### src/rtl/ifetch_ctrl_pkg.sv
// Shared types and constants for the instruction-fetch controller.
package ifetch_pkg;

  localparam int unsigned ILEN   = 32;
  localparam int unsigned IBYTES = 4;

  typedef enum logic {
    RUN   = 1'b0,
    FAULT = 1'b1
  } fetch_state_t;

  typedef struct packed {
    logic [ILEN-1:0] instr;
    logic [ILEN-1:0] pc;
  } fetch_entry_t;

  // A fetch address must be word aligned and leave a full word inside memory.
  function automatic logic fetch_legal(input logic [ILEN-1:0] addr,
                                       input logic [ILEN-1:0] last_addr);
    return (addr[1:0] == 2'b00) && (addr <= last_addr);
  endfunction

endpackage

### src/rtl/ifetch_ctrl_if.sv
// Instruction memory port and decode handshake of the fetch controller.
interface ifetch_ctrl_if;
  import ifetch_pkg::*;

  logic [ILEN-1:0] imem_addr;
  logic [ILEN-1:0] imem_data;
  logic            instr_valid;
  logic [ILEN-1:0] instr;
  logic [ILEN-1:0] instr_pc;
  logic            instr_ready;

  modport master (
    output imem_addr,
    input  imem_data,
    output instr_valid,
    output instr,
    output instr_pc,
    input  instr_ready
  );

  modport slave (
    input  imem_addr,
    output imem_data,
    input  instr_valid,
    input  instr,
    input  instr_pc,
    output instr_ready
  );

endinterface

### src/rtl/ifetch_ctrl_fifo.sv
// Fetch buffer: small FIFO of {instr, pc} entries with synchronous flush.
module ifetch_fifo
  import ifetch_pkg::*;
#(
  parameter int unsigned DEPTH = 2
) (
  input  logic         clk,
  input  logic         rst_n,
  input  logic         flush_i,
  input  logic         push_i,
  input  fetch_entry_t push_data_i,
  input  logic         pop_i,
  output fetch_entry_t head_o,
  output logic         full_o,
  output logic         empty_o
);

  localparam int unsigned AW = (DEPTH > 1) ? $clog2(DEPTH) : 1;
  localparam logic [AW-1:0] PTR_ONE  = AW'(1);
  localparam logic [AW:0]   CNT_ONE  = (AW+1)'(1);
  localparam logic [AW:0]   CNT_FULL = (AW+1)'(DEPTH);

  logic [AW-1:0] wr_ptr_q, wr_ptr_d;
  logic [AW-1:0] rd_ptr_q, rd_ptr_d;
  logic [AW:0]   count_q, count_d;
  fetch_entry_t  mem_q [DEPTH];

  logic do_push;
  logic do_pop;

  assign full_o  = (count_q == CNT_FULL);
  assign empty_o = (count_q == '0);
  assign do_pop  = pop_i && !empty_o;
  // Pushing into a full buffer is allowed only when the head leaves this cycle.
  assign do_push = push_i && (!full_o || do_pop);

  assign head_o = empty_o ? '0 : mem_q[rd_ptr_q];

  always_comb begin
    wr_ptr_d = wr_ptr_q;
    rd_ptr_d = rd_ptr_q;
    count_d  = count_q;
    if (flush_i) begin
      wr_ptr_d = '0;
      rd_ptr_d = '0;
      count_d  = '0;
    end else begin
      if (do_push) wr_ptr_d = wr_ptr_q + PTR_ONE;
      if (do_pop)  rd_ptr_d = rd_ptr_q + PTR_ONE;
      unique case ({do_push, do_pop})
        2'b10:   count_d = count_q + CNT_ONE;
        2'b01:   count_d = count_q - CNT_ONE;
        default: count_d = count_q;
      endcase
    end
  end

  always_ff @(posedge clk or negedge rst_n) begin
    if (!rst_n) begin
      wr_ptr_q <= '0;
      rd_ptr_q <= '0;
      count_q  <= '0;
    end else begin
      wr_ptr_q <= wr_ptr_d;
      rd_ptr_q <= rd_ptr_d;
      count_q  <= count_d;
    end
  end

  always_ff @(posedge clk) begin
    if (do_push && !flush_i) mem_q[wr_ptr_q] <= push_data_i;
  end

endmodule

### src/rtl/ifetch_ctrl.sv
// Instruction-fetch controller: PC sequencing, fetch buffering, redirects and fault capture.
module ifetch_ctrl
  import ifetch_pkg::*;
#(
  parameter logic [31:0] RESET_PC   = 32'h0000_0000,
  parameter int unsigned MEM_BYTES  = 1024,
  parameter int unsigned FIFO_DEPTH = 2
) (
  input  logic                clk,
  input  logic                rst_n,
  input  logic                fetch_en,
  input  logic                redirect_valid,
  input  logic [31:0]         redirect_pc,
  ifetch_ctrl_if.master       bus,
  output logic                fault,
  output logic [31:0]         fault_pc,
  output logic [31:0]         pc
);

  localparam logic [31:0] LAST_PC = 32'(MEM_BYTES - IBYTES);
  localparam logic [31:0] PC_STEP = 32'(IBYTES);

  fetch_state_t state_q, state_d;
  logic [31:0]  pc_q, pc_d;
  logic [31:0]  fault_pc_q, fault_pc_d;

  logic         fifo_push;
  logic         fifo_flush;
  logic         fifo_full;
  logic         fifo_empty;
  logic         pop;
  fetch_entry_t push_entry;
  fetch_entry_t head;

  assign pop = !fifo_empty && bus.instr_ready;

  assign push_entry.instr = bus.imem_data;
  assign push_entry.pc    = pc_q;

  ifetch_fifo #(
    .DEPTH (FIFO_DEPTH)
  ) u_fifo (
    .clk         (clk),
    .rst_n       (rst_n),
    .flush_i     (fifo_flush),
    .push_i      (fifo_push),
    .push_data_i (push_entry),
    .pop_i       (pop),
    .head_o      (head),
    .full_o      (fifo_full),
    .empty_o     (fifo_empty)
  );

  // Redirect outranks fetching; a full buffer still takes a word when the head pops.
  always_comb begin
    state_d    = state_q;
    pc_d       = pc_q;
    fault_pc_d = fault_pc_q;
    fifo_push  = 1'b0;
    fifo_flush = 1'b0;
    if (redirect_valid) begin
      fifo_flush = 1'b1;
      pc_d       = redirect_pc;
      state_d    = RUN;
    end else if (state_q == RUN && fetch_en && (!fifo_full || pop)) begin
      if (fetch_legal(pc_q, LAST_PC)) begin
        fifo_push = 1'b1;
        pc_d      = pc_q + PC_STEP;
      end else begin
        state_d    = FAULT;
        fault_pc_d = pc_q;
      end
    end
  end

  always_ff @(posedge clk or negedge rst_n) begin
    if (!rst_n) begin
      state_q    <= RUN;
      pc_q       <= RESET_PC;
      fault_pc_q <= '0;
    end else begin
      state_q    <= state_d;
      pc_q       <= pc_d;
      fault_pc_q <= fault_pc_d;
    end
  end

  assign bus.imem_addr   = pc_q;
  assign bus.instr_valid = !fifo_empty;
  assign bus.instr       = head.instr;
  assign bus.instr_pc    = head.pc;

  assign fault    = (state_q == FAULT);
  assign fault_pc = fault_pc_q;
  assign pc       = pc_q;

endmodule

### src/flat_wrapper.sv
// flat-port wrapper written by rule: the top's interface ports become plain ports
module ifetch_ctrl_flat import ifetch_pkg::*;
#(
  parameter logic [31:0] RESET_PC   = 32'h0000_0000,
  parameter int unsigned MEM_BYTES  = 1024,
  parameter int unsigned FIFO_DEPTH = 2
)
  (clk, rst_n, fetch_en, redirect_valid, redirect_pc, fault, fault_pc, pc, bus_imem_addr, bus_imem_data, bus_instr_valid, bus_instr, bus_instr_pc, bus_instr_ready);
  ifetch_ctrl_if bus_i ();
  input  logic clk;
  input  logic rst_n;
  input  logic fetch_en;
  input  logic redirect_valid;
  input  logic [31:0] redirect_pc;
  output logic fault;
  output logic [31:0] fault_pc;
  output logic [31:0] pc;
  output wire logic [$bits(bus_i.imem_addr)-1:0] bus_imem_addr;
  input wire logic [$bits(bus_i.imem_data)-1:0] bus_imem_data;
  output wire logic [$bits(bus_i.instr_valid)-1:0] bus_instr_valid;
  output wire logic [$bits(bus_i.instr)-1:0] bus_instr;
  output wire logic [$bits(bus_i.instr_pc)-1:0] bus_instr_pc;
  input wire logic [$bits(bus_i.instr_ready)-1:0] bus_instr_ready;
  assign bus_imem_addr = bus_i.imem_addr;
  assign bus_i.imem_data = bus_imem_data;
  assign bus_instr_valid = bus_i.instr_valid;
  assign bus_instr = bus_i.instr;
  assign bus_instr_pc = bus_i.instr_pc;
  assign bus_i.instr_ready = bus_instr_ready;
  ifetch_ctrl #(.RESET_PC(RESET_PC), .MEM_BYTES(MEM_BYTES), .FIFO_DEPTH(FIFO_DEPTH)) u_core (.clk(clk), .rst_n(rst_n), .fetch_en(fetch_en), .redirect_valid(redirect_valid), .redirect_pc(redirect_pc), .bus(bus_i), .fault(fault), .fault_pc(fault_pc), .pc(pc));
endmodule
### config.mk
export PLATFORM = sky130hd
export DESIGN_NAME = ifetch_ctrl_flat
export DESIGN_NICKNAME = d
export VERILOG_FILES = /design/src/rtl/ifetch_ctrl_pkg.sv /design/src/rtl/ifetch_ctrl_if.sv /design/src/rtl/ifetch_ctrl_fifo.sv /design/src/rtl/ifetch_ctrl.sv /design/src/flat_wrapper.sv
export SDC_FILE = /design/constraint.sdc
export NUM_CORES = 1
export LEC_CHECK = 0
export BUFFER_PORTS_ARGS = -buffer_cell sky130_fd_sc_hd__buf_2
export CAP_MARGIN = 0
export CORE_ASPECT_RATIO = 1.4
export CORE_MARGIN = 10
export CORE_UTILIZATION = 58
export CTS_BUF_LIST = sky130_fd_sc_hd__clkbuf_4
export DETAILED_ROUTE_END_ITERATION = 10
export GPL_ROUTABILITY_DRIVEN = 1
export PLACE_DENSITY = 0.88
export SYNTH_ARGS = -nofsm -noshare
export SYNTH_HDL_FRONTEND = slang
export SYNTH_SLANG_ARGS = --single-unit
### constraint.sdc
create_clock -name clk -period 7.9 [get_ports clk]
set_input_delay 0.395 -clock clk [delete_from_list [all_inputs] [get_ports clk]]
set_output_delay 0.395 -clock clk [all_outputs]
set_load 0.01 [all_outputs]
==> impl_metrics.prom, run 1 <==
# TYPE chip_impl_metric gauge
chip_impl_info{name="outcome",value="finished, final reports clean"} 1
chip_impl_metric{name="routed_via_density",unit=""} 5.34
chip_impl_metric{name="floorplan.initialDensity",unit="%"} 59.7
chip_impl_metric{name="dp.final_hpwl",unit="um"} 13700
chip_impl_metric{name="cts.repair_timing.setup_buffer_count",unit=""} 0
chip_impl_metric{name="timing.critical_path.fanout_max",unit=""} 41
chip_impl_info{name="path_class",value="flop to flop"} 1
chip_impl_info{name="grt_setup_unrepaired",value="no"} 1
chip_impl_metric{name="cts_made_buffers",unit=""} 17
chip_impl_metric{name="syn-instance-count",unit=""} 533
chip_impl_info{name="tritoncts",value="done"} 1
chip_impl_info{name="cts.root.buffer_cell",value="sky130_fd_sc_hd__clkbuf_4"} 1
chip_impl_metric{name="max_slew.worst_pin.slew",unit="ns"} 1.19
chip_impl_metric{name="stdcell_area",unit="um2"} 9720
chip_impl_metric{name="worst_slack_on_hold_paths",unit="ns"} 0.0172
chip_impl_metric{name="chipHeight",unit="um"} 159
chip_impl_metric{name="dpl-instance-area",unit="um2"} 9110
chip_impl_metric{name="drt_first_pass_iters",unit=""} 5
chip_impl_metric{name="setup-tns-final",unit="ns"} 0
chip_impl_metric{name="finalCritPeriodShare",unit="%"} 50.3
chip_impl_metric{name="synthesized_cell_area",unit="um2"} 8030
chip_impl_metric{name="power_density",unit="nW/um2"} 204
chip_impl_metric{name="clk-insertion-delay-late",unit="ns"} 0.57
chip_impl_metric{name="max_freq",unit="MHz"} 252
chip_impl_metric{name="critPathArrivalTime",unit="ns"} 4.19
chip_impl_metric{name="grt_pass1_wl",unit="um"} 30500
chip_impl_metric{name="layout-drive-gt1-share",unit="%"} 38.1
chip_impl_metric{name="maxSlewViolCount",unit=""} 0
chip_impl_metric{name="number_of_enable_flip_flop_cells_after_synthesis",unit=""} 128
chip_impl_metric{name="clock_path_buffers",unit=""} 2
chip_impl_metric{name="port_buffers",unit=""} 230
chip_impl_metric{name="grt_antenna_before_repair",unit=""} 2
chip_impl_metric{name="final_critical_delay_including_setup_and_external_delays",unit="ns"} 3.97
chip_impl_metric{name="drt_wl_total",unit="um"} 19800
chip_impl_metric{name="detailroute.via_count",unit=""} 5125
chip_impl_metric{name="core_region_area",unit="um2"} 13500
chip_impl_metric{name="final_core_utilization",unit="%"} 72.2
chip_impl_metric{name="worst_ir_drop_vdd",unit="uV"} 165
chip_impl_metric{name="tritoncts_num_sinks",unit=""} 197
chip_impl_metric{name="post_synth.cell_area_avg",unit="um2"} 15.1
chip_impl_metric{name="die-area",unit="um2"} 19000
chip_impl_metric{name="async_reset_ff_share",unit="%"} 35.0
chip_impl_metric{name="dp_cells",unit=""} 892
chip_impl_info{name="worstHoldPathType",value="input port to async pin"} 1
chip_impl_metric{name="finalSetupViolations",unit=""} 0
chip_impl_metric{name="vias_in_the_first_global_route",unit=""} 5510
chip_impl_metric{name="clock-skew-final",unit="ns"} 0.0223
chip_impl_metric{name="globalRouteOverflowTotal",unit=""} 0
chip_impl_metric{name="synthDominantCellAreaShare",unit="%"} 47.9
chip_impl_metric{name="number_of_antenna_violating_nets_in_the_routed_design",unit=""} 0
chip_impl_metric{name="cts_max_level",unit=""} 4
chip_impl_metric{name="synth_nets",unit=""} 604
chip_impl_metric{name="required",unit="ns"} 8.11
chip_impl_info{name="synth_area_leader_cell",value="sky130_fd_sc_hd__edfxtp_1"} 1
chip_impl_info{name="post_synth_main_area_contributors",value="sky130_fd_sc_hd__edfxtp_1 48%, sky130_fd_sc_hd__dfrtp_1 21%, sky130_fd_sc_hd__mux2i_1 8.0%, sky130_fd_sc_hd__mux2_1 4.5%, sky130_fd_sc_hd__nor2_1 3.3%"} 1
chip_impl_metric{name="grt_max_degree",unit=""} 70
chip_impl_metric{name="finalNetCount",unit=""} 832
chip_impl_metric{name="relSlewSlack",unit="%"} 20.1
chip_impl_metric{name="pin_count",unit=""} 231
chip_impl_metric{name="grtUsageTotal",unit="%"} 20.3
chip_impl_info{name="synth_top_flop_cell",value="sky130_fd_sc_hd__edfxtp_1"} 1
chip_impl_metric{name="final-hold-violation-count",unit=""} 0
chip_impl_metric{name="clk_transition_reported_paths",unit="ns"} 0.16
chip_impl_metric{name="power.static_leakage",unit="nW"} 3.88
chip_impl_metric{name="layout-area-overhead-vs-synth",unit="%"} 21.0
chip_impl_metric{name="route.detailed.drc",unit=""} 0
chip_impl_metric{name="synth.yosys.warnings",unit=""} 0
chip_impl_metric{name="post_layout_nonfiller_instances",unit=""} 959
chip_impl_info{name="final_common_cell",value="sky130_fd_sc_hd__buf_2"} 1
chip_impl_info{name="commonest_cells_after_routing_fill_and_taps_aside",value="230 x sky130_fd_sc_hd__buf_2, 128 x sky130_fd_sc_hd__edfxtp_1, 68 x sky130_fd_sc_hd__nor2_1, 68 x sky130_fd_sc_hd__dfrtp_1, 64 x sky130_fd_sc_hd__mux2i_1"} 1
chip_impl_metric{name="num_rows",unit=""} 50
chip_impl_metric{name="number_of_synthesized_register_bits",unit=""} 197
chip_impl_metric{name="synth-seq-area-share",unit="%"} 69.3
chip_impl_metric{name="drt_iter0_markers",unit=""} 354
chip_impl_metric{name="die_x",unit="um"} 119
chip_impl_metric{name="maxCapViolations",unit=""} 0
chip_impl_metric{name="drt-wirelength-per-cell",unit="um"} 20.7
chip_impl_info{name="crit_path_end_kind",value="flop"} 1
chip_impl_info{name="worst_setup_path_start_kind",value="flop"} 1
chip_impl_metric{name="netlist-cell-type-count",unit=""} 43
chip_impl_metric{name="finalWeightedCongestion",unit=""} 0.848
-- metrics by stage --
stage / power (mW) / setup slack (ns)
global placement: 1.46 / 4.12
finish: 1.98 / 3.93
CTS: 2.00 / 3.92
floorplan: 1.35 / 3.25
detailed placement: 1.47 / 3.94
global route: 2.07 / 3.80
-- power breakdown --
group          internal, mW  total [mW]  switching [mW]  leakage [nW]
logic                 0.115       0.244           0.129          1.77
registers              1.16        1.21          0.0535          1.96
clock network         0.172       0.526           0.354         0.146
total                  1.45        1.98           0.537          3.88
-- sequential cells by signal (all words and copies together) (netlist names) --
| signal | cells |
|---|---|
| u_core.u_fifo.rd_ptr_q | 1 |
| u_core.u_fifo.mem_q | 128 |
| u_core.fault_pc | 32 |
| u_core.bus.imem_addr | 32 |
| u_core.fault | 1 |
| u_core.u_fifo.wr_ptr_q | 1 |
| u_core.u_fifo.count_q | 2 |
-- synthesized netlist by cell type, types with 7 or more instances --
library cell,count
sky130_fd_sc_hd__nor2_1,71
sky130_fd_sc_hd__nand2_1,7
sky130_fd_sc_hd__mux2_2,23
sky130_fd_sc_hd__clkbuf_1,8
sky130_fd_sc_hd__dfrtp_1,69
sky130_fd_sc_hd__edfxtp_1,128
sky130_fd_sc_hd__buf_2,7
sky130_fd_sc_hd__buf_1,8
sky130_fd_sc_hd__nor4_1,10
sky130_fd_sc_hd__mux2i_1,64
sky130_fd_sc_hd__mux2_1,32
sky130_fd_sc_hd__buf_4,32
-- worst max-delay path: stages, from the launching register on --
cell	delay [ns]
sky130_fd_sc_hd__dfrtp_1	0.46
sky130_fd_sc_hd__nor4_1	0.62
sky130_fd_sc_hd__nand4_1	0.66
sky130_fd_sc_hd__or3_1	0.66
sky130_fd_sc_hd__nor2_4	0.59
sky130_fd_sc_hd__buf_4	0.59
-- area by class of cell --
type,instances,area [um2]
antenna,3,7.51
clock buffer,18,135
clock inverter,14,148
fill,884,3730
inverter,6,22.5
multi-input combinational,272,2090
sequential,197,5570
tap,182,228
timing repair buffer,267,1510
-- path summary, 6_finish.rpt --
path | end | cells after the start | startpoint | slack, ns
min in group clk | u_core.bus.imem_addr[24]$_DFFE_PN0P_ | 2 | redirect_pc[24] | 0.06
worst max-delay path | u_core.u_fifo.mem_q[1][10]$_DFFE_PP_ | 5 | u_core.bus.imem_addr[28]$_DFFE_PN0P_ | 3.93
max in group asynchronous | u_core.u_fifo.rd_ptr_q$_DFFE_PN0P_ | 2 | rst_n | 7.21
worst min-delay path | u_core.bus.imem_addr[15]$_DFFE_PN0P_ | 2 | rst_n | 0.02
worst min register to register | u_core.fault_pc[10]$_DFFE_PN0P_ | 1 | u_core.fault_pc[10]$_DFFE_PN0P_ | 0.50
worst max register to register | u_core.u_fifo.mem_q[1][10]$_DFFE_PP_ | 5 | u_core.bus.imem_addr[28]$_DFFE_PN0P_ | 3.93
-- routing by layer --
metal | routed length [um] | global-route usage [%] | up-vias
li1 | - | - | 2380
met1 | 7500 | 22.6 | 2515
met2 | 10500 | 34.9 | 194
met3 | 1250 | 6.35 | 36
met4 | 573 | 8.42 | 0
met5 | 0 | 0 | -
-- logic make-up (layout without fill, tap and decap cells) --
group	count (synthesis)	after routing	share of synthesized area [%]
DFF	197	197	69.3
and+or+nand+nor	122	122	7.13
muxes	119	119	15.7
AOI/OAI and AO/OA	26	26	2.32
xor gates and xnor gates	3	3	0.327
adders and majority gates	2	2	0.311
buffers and inverters	64	305	4.88
other	0	3	0
-- what timing repair did --
item,4_1_cts,5_1_grt
gates resized for setup,0,0
hold endpoints to repair,64,0
hold buffers,32,0
endpoints found under the setup margin,0,0
No activity file was read; power rests on OpenSTA's default activity.
==> run 2: changes to the inputs <==
Settings changed: CORE_UTILIZATION 58 to 49, PLACE_DENSITY 0.88 to 0.79.
Clock period 7.9 ns to 3.4 ns, I/O delays scaled along.
==> impl_metrics.prom, run 2 (synthesis results as in run 1) <==
# TYPE chip_impl_metric gauge
chip_impl_metric{name="required",unit="ns"} 3.65
chip_impl_metric{name="combinationalPowerShare",unit="%"} 13.1
chip_impl_metric{name="setup-tns-final",unit="ns"} 0
chip_impl_metric{name="reg_to_reg_setup_timing_slack",unit="ns"} 0.75
chip_impl_metric{name="cts_max_level",unit=""} 4
chip_impl_metric{name="pin_count",unit=""} 231
chip_impl_metric{name="grtUsageTotal",unit="%"} 18.6
chip_impl_metric{name="timing.critical_path.fanout_max",unit=""} 38
chip_impl_metric{name="routed_via_density",unit=""} 5.24
chip_impl_info{name="most_flop_heavy_register",value="u_core.u_fifo.mem_q"} 1
chip_impl_metric{name="clk-insertion-delay-late",unit="ns"} 0.56
chip_impl_metric{name="globalRouteOverflowTotal",unit=""} 0
chip_impl_metric{name="critPathArrivalTime",unit="ns"} 2.90
chip_impl_metric{name="cell_internal_pwr",unit="mW"} 3.31
chip_impl_info{name="final_common_cell",value="sky130_fd_sc_hd__buf_2"} 1
chip_impl_info{name="outcome",value="finished, final reports clean"} 1
chip_impl_metric{name="final_core_utilization",unit="%"} 63.1
chip_impl_metric{name="final-hold-violation-count",unit=""} 0
chip_impl_metric{name="maxCapViolations",unit=""} 0
chip_impl_metric{name="flip_flop_count_of_the_largest_register_all_copies_and_words_added",unit=""} 128
chip_impl_metric{name="finalCritPeriodShare",unit="%"} 78.0
chip_impl_metric{name="switching_share",unit="%"} 27.7
chip_impl_info{name="commonest_cells_after_routing_fill_and_taps_aside",value="230 x sky130_fd_sc_hd__buf_2, 128 x sky130_fd_sc_hd__edfxtp_1, 68 x sky130_fd_sc_hd__nor2_1, 68 x sky130_fd_sc_hd__dfrtp_1, 65 x sky130_fd_sc_hd__dlygate4sd3_1"} 1
chip_impl_metric{name="place_ws",unit="ns"} 0.753
chip_impl_metric{name="drt_first_pass_iters",unit=""} 4
chip_impl_metric{name="power.static_leakage",unit="nW"} 4.05
chip_impl_metric{name="port_buffers",unit=""} 230
chip_impl_metric{name="finalNetCount",unit=""} 872
chip_impl_info{name="grt_setup_unrepaired",value="no"} 1
chip_impl_metric{name="tritoncts_num_sinks",unit=""} 197
chip_impl_metric{name="grt_pass1_wl",unit="um"} 32000
chip_impl_metric{name="layout-area-overhead-vs-synth",unit="%"} 26.4
chip_impl_metric{name="clk_transition_reported_paths",unit="ns"} 0.17
chip_impl_info{name="tritoncts",value="done"} 1
chip_impl_metric{name="die_x",unit="um"} 128
chip_impl_metric{name="vias_in_the_first_global_route",unit=""} 5781
chip_impl_metric{name="chipHeight",unit="um"} 171
chip_impl_metric{name="route.detailed.drc",unit=""} 0
chip_impl_metric{name="maxSlewViolCount",unit=""} 0
chip_impl_info{name="cts.root.buffer_cell",value="sky130_fd_sc_hd__clkbuf_4"} 1
chip_impl_metric{name="grt_antenna_before_repair",unit=""} 2
chip_impl_metric{name="die-area",unit="um2"} 22000
chip_impl_metric{name="clock_path_buffers",unit=""} 2
chip_impl_metric{name="totalPowerFinal",unit="mW"} 4.58
chip_impl_metric{name="drt_wl_total",unit="um"} 20900
chip_impl_metric{name="relSlewSlack",unit="%"} 53.7
chip_impl_metric{name="finalWeightedCongestion",unit=""} 0.807
chip_impl_metric{name="finalSetupViolations",unit=""} 0
chip_impl_metric{name="drt_iter0_markers",unit=""} 417
chip_impl_metric{name="power.share.sequential",unit="%"} 61.8
chip_impl_metric{name="clock-skew-final",unit="ns"} 0.0296
chip_impl_metric{name="share_clk_of_total_power",unit="%"} 25.1
chip_impl_info{name="worst_setup_path_start_kind",value="flop"} 1
chip_impl_metric{name="max_freq",unit="MHz"} 377
chip_impl_metric{name="cts_made_buffers",unit=""} 17
chip_impl_metric{name="detailroute.via_count",unit=""} 5319
chip_impl_info{name="crit_path_end_kind",value="flop"} 1
chip_impl_metric{name="max_slew.worst_pin.slew",unit="ns"} 0.694
chip_impl_metric{name="worst_slack",unit="ns"} 0.749
chip_impl_metric{name="worst_ir_drop_vdd",unit="uV"} 289
chip_impl_metric{name="floorplan.initialDensity",unit="%"} 49.9
chip_impl_metric{name="num_rows",unit=""} 55
chip_impl_metric{name="drt-wirelength-per-cell",unit="um"} 20.6
chip_impl_metric{name="final_critical_delay_including_setup_and_external_delays",unit="ns"} 2.65
chip_impl_info{name="path_class",value="flop to flop"} 1
chip_impl_metric{name="grt_max_degree",unit=""} 65
chip_impl_metric{name="cts.repair_timing.setup_buffer_count",unit=""} 0
chip_impl_metric{name="layout-drive-gt1-share",unit="%"} 37.2
chip_impl_info{name="worstHoldPathType",value="input port to async pin"} 1
chip_impl_metric{name="total_switching_power",unit="mW"} 1.27
chip_impl_metric{name="worst_slack_on_hold_paths",unit="ns"} 0.0861
chip_impl_metric{name="power_density",unit="nW/um2"} 451
chip_impl_metric{name="number_of_antenna_violating_nets_in_the_routed_design",unit=""} 0
chip_impl_metric{name="core_region_area",unit="um2"} 16100
chip_impl_metric{name="dp.final_hpwl",unit="um"} 14400
## run 2: layout make-up
type                            instances  area, um2
Fill cell                            1247       5950
Sequential cell                       197       5570
Multi-Input combinational cell        272       2090
Timing Repair Buffer                  307       1950
Tap cell                              199        249
Clock buffer                           18        135
Clock inverter                         14        120
Inverter                                6       22.5
Antenna cell                            2       5.00
## run 2: final timing paths
kind,from,depth (start not counted),end
hold reg to reg,u_core.fault_pc[7]$_DFFE_PN0P_,1,u_core.fault_pc[7]$_DFFE_PN0P_
setup / recovery,u_core.bus.imem_addr[28]$_DFFE_PN0P_,5,u_core.u_fifo.mem_q[1][45]$_DFFE_PP_
min in group clk,bus_instr_ready,4,u_core.u_fifo.rd_ptr_q$_DFFE_PN0P_
hold / removal,rst_n,2,u_core.fault_pc[14]$_DFFE_PN0P_
max in group asynchronous,rst_n,3,u_core.u_fifo.rd_ptr_q$_DFFE_PN0P_
setup reg to reg,u_core.bus.imem_addr[28]$_DFFE_PN0P_,5,u_core.u_fifo.mem_q[1][45]$_DFFE_PP_
## run 2: timing repair
| action | CTS | global route |
|---|---|---|
| gates resized for setup | 0 | 0 |
| hold buffers | 65 | 0 |
| endpoints found under the setup margin | 0 | 0 |
| hold endpoints to repair | 118 | 0 |
## run 2: metal layers
metal  up-vias  global-route usage (%)  share of wire (%)
li1       2450                       -                  -
met5         -                       0                  0
met1      2656                    20.0                 37
met3        41                    4.59                5.3
met2       172                    33.5                 55
met4         0                    8.34                3.3
## run 2: critical path: stages (launching register included)
cell	delay, ns
sky130_fd_sc_hd__dfrtp_1	0.47
sky130_fd_sc_hd__nor4_1	0.55
sky130_fd_sc_hd__nand4_1	0.19
sky130_fd_sc_hd__or3_1	0.46
sky130_fd_sc_hd__nor2_4	0.36
sky130_fd_sc_hd__buf_12	0.28
## run 2: metrics by stage
stage | instance area, um2 | std cells
5_1_grt | 10200 | 1015
3_3_place_gp | 9240 | 916
3_5_place_dp | 9240 | 916
6_report | 10200 | 1015
4_1_cts | 10100 | 1013
2_1_floorplan | 8040 | 533
## run 2: power groups by stage
stage	Sequential, mW	Clock, mW	Combinational, mW
6_report	2.83	1.15	0.600
5_1_grt	2.85	1.27	0.648
4_1_cts	2.83	1.19	0.607
3_5_place_dp	2.88	0	0.545
3_3_place_gp	2.87	0	0.527
2_1_floorplan	2.91	0	0.230
==> run 3: changes to the inputs <==
Settings changed: ABC_AREA set to 1, CORE_UTILIZATION 49 to 54, PLACE_DENSITY 0.79 to 0.82.
Clock period 3.4 ns to 2.8 ns, I/O delays scaled along.
==> impl_metrics.prom, run 3 <==
# TYPE chip_impl_metric gauge
chip_impl_info{name="outcome",value="finished, final reports clean"} 1
chip_impl_metric{name="detailroute.via_count",unit=""} 6413
chip_impl_metric{name="synthDominantCellAreaShare",unit="%"} 47.1
chip_impl_metric{name="final_critical_delay_including_setup_and_external_delays",unit="ns"} 2.46
chip_impl_metric{name="power.share.sequential",unit="%"} 60.1
chip_impl_metric{name="async_reset_ff_share",unit="%"} 35.0
chip_impl_metric{name="route.detailed.drc",unit=""} 0
chip_impl_metric{name="cts_max_level",unit=""} 4
chip_impl_info{name="yosysMostFrequentCell",value="sky130_fd_sc_hd__nand2_1"} 1
chip_impl_info{name="cts.root.buffer_cell",value="sky130_fd_sc_hd__clkbuf_4"} 1
chip_impl_metric{name="core_region_area",unit="um2"} 14900
chip_impl_metric{name="finalNetCount",unit=""} 1072
chip_impl_metric{name="worst_ir_drop_vdd",unit="uV"} 399
chip_impl_metric{name="synth-seq-area-share",unit="%"} 68.2
chip_impl_metric{name="power_density",unit="nW/um2"} 568
chip_impl_info{name="commonest_cells_after_routing_fill_and_taps_aside",value="249 x sky130_fd_sc_hd__nand2_1, 230 x sky130_fd_sc_hd__buf_2, 128 x sky130_fd_sc_hd__edfxtp_1"} 1
chip_impl_metric{name="vias_in_the_first_global_route",unit=""} 6450
chip_impl_metric{name="cts_made_buffers",unit=""} 17
chip_impl_info{name="post_synth_main_area_contributors",value="sky130_fd_sc_hd__edfxtp_1 47%, sky130_fd_sc_hd__dfrtp_1 21%, sky130_fd_sc_hd__nand2_1 11%, sky130_fd_sc_hd__a21oi_1 4.6%, sky130_fd_sc_hd__buf_4 3.0%"} 1
chip_impl_metric{name="power.static_leakage",unit="nW"} 4.71
chip_impl_metric{name="critPathArrivalTime",unit="ns"} 2.32
chip_impl_metric{name="timing.critical_path.fanout_max",unit=""} 48
chip_impl_metric{name="syn-instance-count",unit=""} 744
chip_impl_info{name="worst_path_max_delay_cell",value="sky130_fd_sc_hd__dfrtp_2"} 1
chip_impl_metric{name="synthesized_cell_area",unit="um2"} 8160
chip_impl_metric{name="drt-wirelength-per-cell",unit="um"} 18.8
chip_impl_info{name="tritoncts",value="done"} 1
chip_impl_metric{name="num_rows",unit=""} 53
chip_impl_info{name="grt_setup_unrepaired",value="no"} 1
chip_impl_metric{name="layout-area-overhead-vs-synth",unit="%"} 25.1
chip_impl_info{name="timing.critical_path.cells",value="buf_4 -> nand2_1 -> a21oi_1 -> buf_2"} 1
chip_impl_metric{name="globalRouteOverflowTotal",unit=""} 0
chip_impl_metric{name="grtUsageTotal",unit="%"} 22.1
chip_impl_metric{name="finalWeightedCongestion",unit=""} 0.892
chip_impl_metric{name="maxCapViolations",unit=""} 0
chip_impl_info{name="worstHoldPathType",value="input port to flop"} 1
chip_impl_metric{name="grt_pass1_wl",unit="um"} 34900
chip_impl_metric{name="maxSlewViolCount",unit=""} 0
chip_impl_metric{name="grt_antenna_before_repair",unit=""} 2
chip_impl_metric{name="number_of_antenna_violating_nets_in_the_routed_design",unit=""} 0
chip_impl_metric{name="worstRegToRegCells",unit=""} 8
chip_impl_metric{name="total_switching_power",unit="mW"} 1.66
chip_impl_info{name="path_class",value="flop to primary output"} 1
chip_impl_metric{name="floorplan.initialDensity",unit="%"} 54.7
chip_impl_metric{name="die-area",unit="um2"} 20500
chip_impl_metric{name="flip_flop_count_of_the_largest_register_all_copies_and_words_added",unit=""} 128
chip_impl_metric{name="totalPowerFinal",unit="mW"} 5.81
chip_impl_metric{name="chipHeight",unit="um"} 165
chip_impl_info{name="synth_top_flop_cell",value="sky130_fd_sc_hd__edfxtp_1"} 1
chip_impl_info{name="synth_top_cells_by_count",value="249 x sky130_fd_sc_hd__nand2_1, 128 x sky130_fd_sc_hd__edfxtp_1, 75 x sky130_fd_sc_hd__a21oi_1, 69 x sky130_fd_sc_hd__dfrtp_1, 45 x sky130_fd_sc_hd__nand3_1"} 1
chip_impl_metric{name="dp.final_hpwl",unit="um"} 15200
chip_impl_metric{name="drt_wl_total",unit="um"} 22800
chip_impl_metric{name="finalCritPeriodShare",unit="%"} 87.8
chip_impl_metric{name="clock-skew-final",unit="ns"} 0.0271
chip_impl_metric{name="final_core_utilization",unit="%"} 68.5
chip_impl_metric{name="drt_first_pass_iters",unit=""} 6
chip_impl_metric{name="clk-insertion-delay-late",unit="ns"} 0.56
chip_impl_metric{name="max_slew.worst_pin.slew",unit="ns"} 0.854
chip_impl_metric{name="clock_path_buffers",unit=""} 2
chip_impl_metric{name="synth_nets",unit=""} 815
chip_impl_metric{name="synth.yosys.warnings",unit=""} 0
chip_impl_metric{name="port_buffers",unit=""} 230
chip_impl_metric{name="share_clk_of_total_power",unit="%"} 25.7
chip_impl_metric{name="critical_path.n_buffers_inverters",unit=""} 2
chip_impl_metric{name="number_of_enable_flip_flop_cells_after_synthesis",unit=""} 128
chip_impl_metric{name="cell_internal_pwr",unit="mW"} 4.15
chip_impl_metric{name="pin_count",unit=""} 231
chip_impl_metric{name="setup-tns-final",unit="ns"} 0
chip_impl_info{name="most_flop_heavy_register",value="u_core.u_fifo.mem_q"} 1
chip_impl_info{name="crit_family",value="buffers and inverters"} 1
chip_impl_metric{name="layout-drive-gt1-share",unit="%"} 29.4
chip_impl_metric{name="cts.repair.resized",unit=""} 0
chip_impl_metric{name="crit_cells",unit=""} 4
chip_impl_info{name="synth_area_leader_cell",value="sky130_fd_sc_hd__edfxtp_1"} 1
chip_impl_metric{name="final-hold-violation-count",unit=""} 0
chip_impl_metric{name="clk_transition_reported_paths",unit="ns"} 0.17
chip_impl_metric{name="cp_slowest_stage_delay",unit="ns"} 0.63
chip_impl_metric{name="combinationalPowerShare",unit="%"} 14.2
chip_impl_metric{name="die_x",unit="um"} 124
chip_impl_metric{name="routed_via_density",unit=""} 5.31
chip_impl_metric{name="drt_iter0_markers",unit=""} 619
chip_impl_metric{name="max_freq",unit="MHz"} 407
chip_impl_metric{name="worst_slack_on_hold_paths",unit="ns"} 0.0682
chip_impl_metric{name="finalSetupViolations",unit=""} 0
chip_impl_metric{name="required",unit="ns"} 2.66
chip_impl_metric{name="tritoncts_num_sinks",unit=""} 197
chip_impl_metric{name="number_of_synthesized_register_bits",unit=""} 197
chip_impl_metric{name="min_delay_path_depth",unit=""} 5
chip_impl_metric{name="switching_share",unit="%"} 28.6
chip_impl_metric{name="post_synth.cell_area_avg",unit="um2"} 11.0
chip_impl_info{name="worst_setup_path_start_kind",value="flop"} 1
chip_impl_metric{name="relSlewSlack",unit="%"} 43.1
chip_impl_metric{name="grt_max_degree",unit=""} 55
chip_impl_info{name="final_common_cell",value="sky130_fd_sc_hd__nand2_1"} 1
chip_impl_metric{name="netlist-cell-type-count",unit=""} 25
chip_impl_info{name="crit_path_end_kind",value="primary output"} 1
-- run 3: cell types whose count changed after synthesis, moves of 10 or more --
| cell | previous run | this run |
|---|---|---|
| sky130_fd_sc_hd__a21oi_1 | 4 | 75 |
| sky130_fd_sc_hd__mux2_1 | 32 | 0 |
| sky130_fd_sc_hd__mux2_2 | 23 | 0 |
| sky130_fd_sc_hd__mux2i_1 | 64 | 0 |
| sky130_fd_sc_hd__nor4_1 | 10 | 0 |
| sky130_fd_sc_hd__nand2_1 | 7 | 249 |
| sky130_fd_sc_hd__inv_1 | 6 | 27 |
| sky130_fd_sc_hd__nand3_1 | 5 | 45 |
| sky130_fd_sc_hd__buf_2 | 7 | 18 |
| sky130_fd_sc_hd__nor2_1 | 71 | 33 |
-- run 3: what timing repair did --
item	in CTS	in global routing
setup buffers	0	0
hold buffers	66	0
endpoints found under the hold margin	133	0
-- run 3: metal layers --
| metal | vias to the layer above | track usage, % | wire length (um) | share of wire [%] |
|---|---|---|---|---|
| met4 | 0 | 9.65 | 876 | 3.9 |
| li1 | 2978 | - | - | - |
| met3 | 64 | 5.82 | 1980 | 8.7 |
| met5 | - | 0 | 0 | 0 |
| met1 | 3049 | 25.9 | 8200 | 36 |
| met2 | 322 | 37.2 | 11700 | 51 |
-- run 3: kinds of logic after synthesis --
logic type,synth area share [%]
AO/OA/AOI/OAI,6.73
XOR/XNOR,0.322
adder cells (fa/ha/maj),0.306
buffers and inverters,6.94
flip-flops,68.2
AND/OR/NAND/NOR,17.5
-- run 3: stage by stage --
stage	cells	cell area (um2)	worst slack, ns
2_1_floorplan	744	8180	0.384
3_3_place_gp	1108	9260	0.586
3_5_place_dp	1108	9260	0.536
4_1_cts	1206	10200	0.315
5_1_grt	1208	10200	0.215
6_report	1208	10200	0.342
-- run 3: cell type report --
cell class	count	area (um2)
Antenna cell	2	5.00
Sequential cell	197	5570
Inverter	29	113
Timing Repair Buffer	307	1960
Tap cell	192	240
Clock inverter	15	161
Multi-Input combinational cell	449	2040
Clock buffer	17	128
Fill cell	1092	4700
-- run 3: path summary, 6_finish.rpt --
path,startpoint,endpoint,slack [ns]
worst max-delay path,u_core.u_fifo.rd_ptr_q$_DFFE_PN0P_,bus_instr_pc[13],0.34
worst max register to register,u_core.bus.imem_addr[23]$_DFFE_PN0P_,u_core.u_fifo.mem_q[0][9]$_DFFE_PP_,0.48
worst min register to register,u_core.fault_pc[21]$_DFFE_PN0P_,u_core.fault_pc[21]$_DFFE_PN0P_,0.50
worst min-delay path,fetch_en,u_core.fault_pc[26]$_DFFE_PN0P_,0.07
max in group asynchronous,rst_n,u_core.fault_pc[20]$_DFFE_PN0P_,1.79
min in group asynchronous,rst_n,u_core.fault_pc[18]$_DFFE_PN0P_,0.21
-- run 3: power by group through the flow --
stage / logic, mW / clock network, mW / registers (mW)
final: 0.824 / 1.49 / 3.49
after global routing: 0.902 / 1.64 / 3.52
after CTS: 0.824 / 1.53 / 3.48
after detailed placement: 0.749 / 0 / 3.54
after global placement: 0.738 / 0 / 3.53
after floorplan: 0.358 / 0 / 3.59
-- run 3: worst reg2reg max path: stages (launching register included) --
cell and delay, ns:
sky130_fd_sc_hd__dfrtp_1 0.48, sky130_fd_sc_hd__nor2_1 0.23, sky130_fd_sc_hd__nand3_1 0.16, sky130_fd_sc_hd__nor2_4 0.17, sky130_fd_sc_hd__nand3_2 0.12, sky130_fd_sc_hd__nand2_4 0.14, sky130_fd_sc_hd__nand2_1 0.12, sky130_fd_sc_hd__clkinvlp_4 0.31
sky130_fd_sc_hd__buf_12 0.27
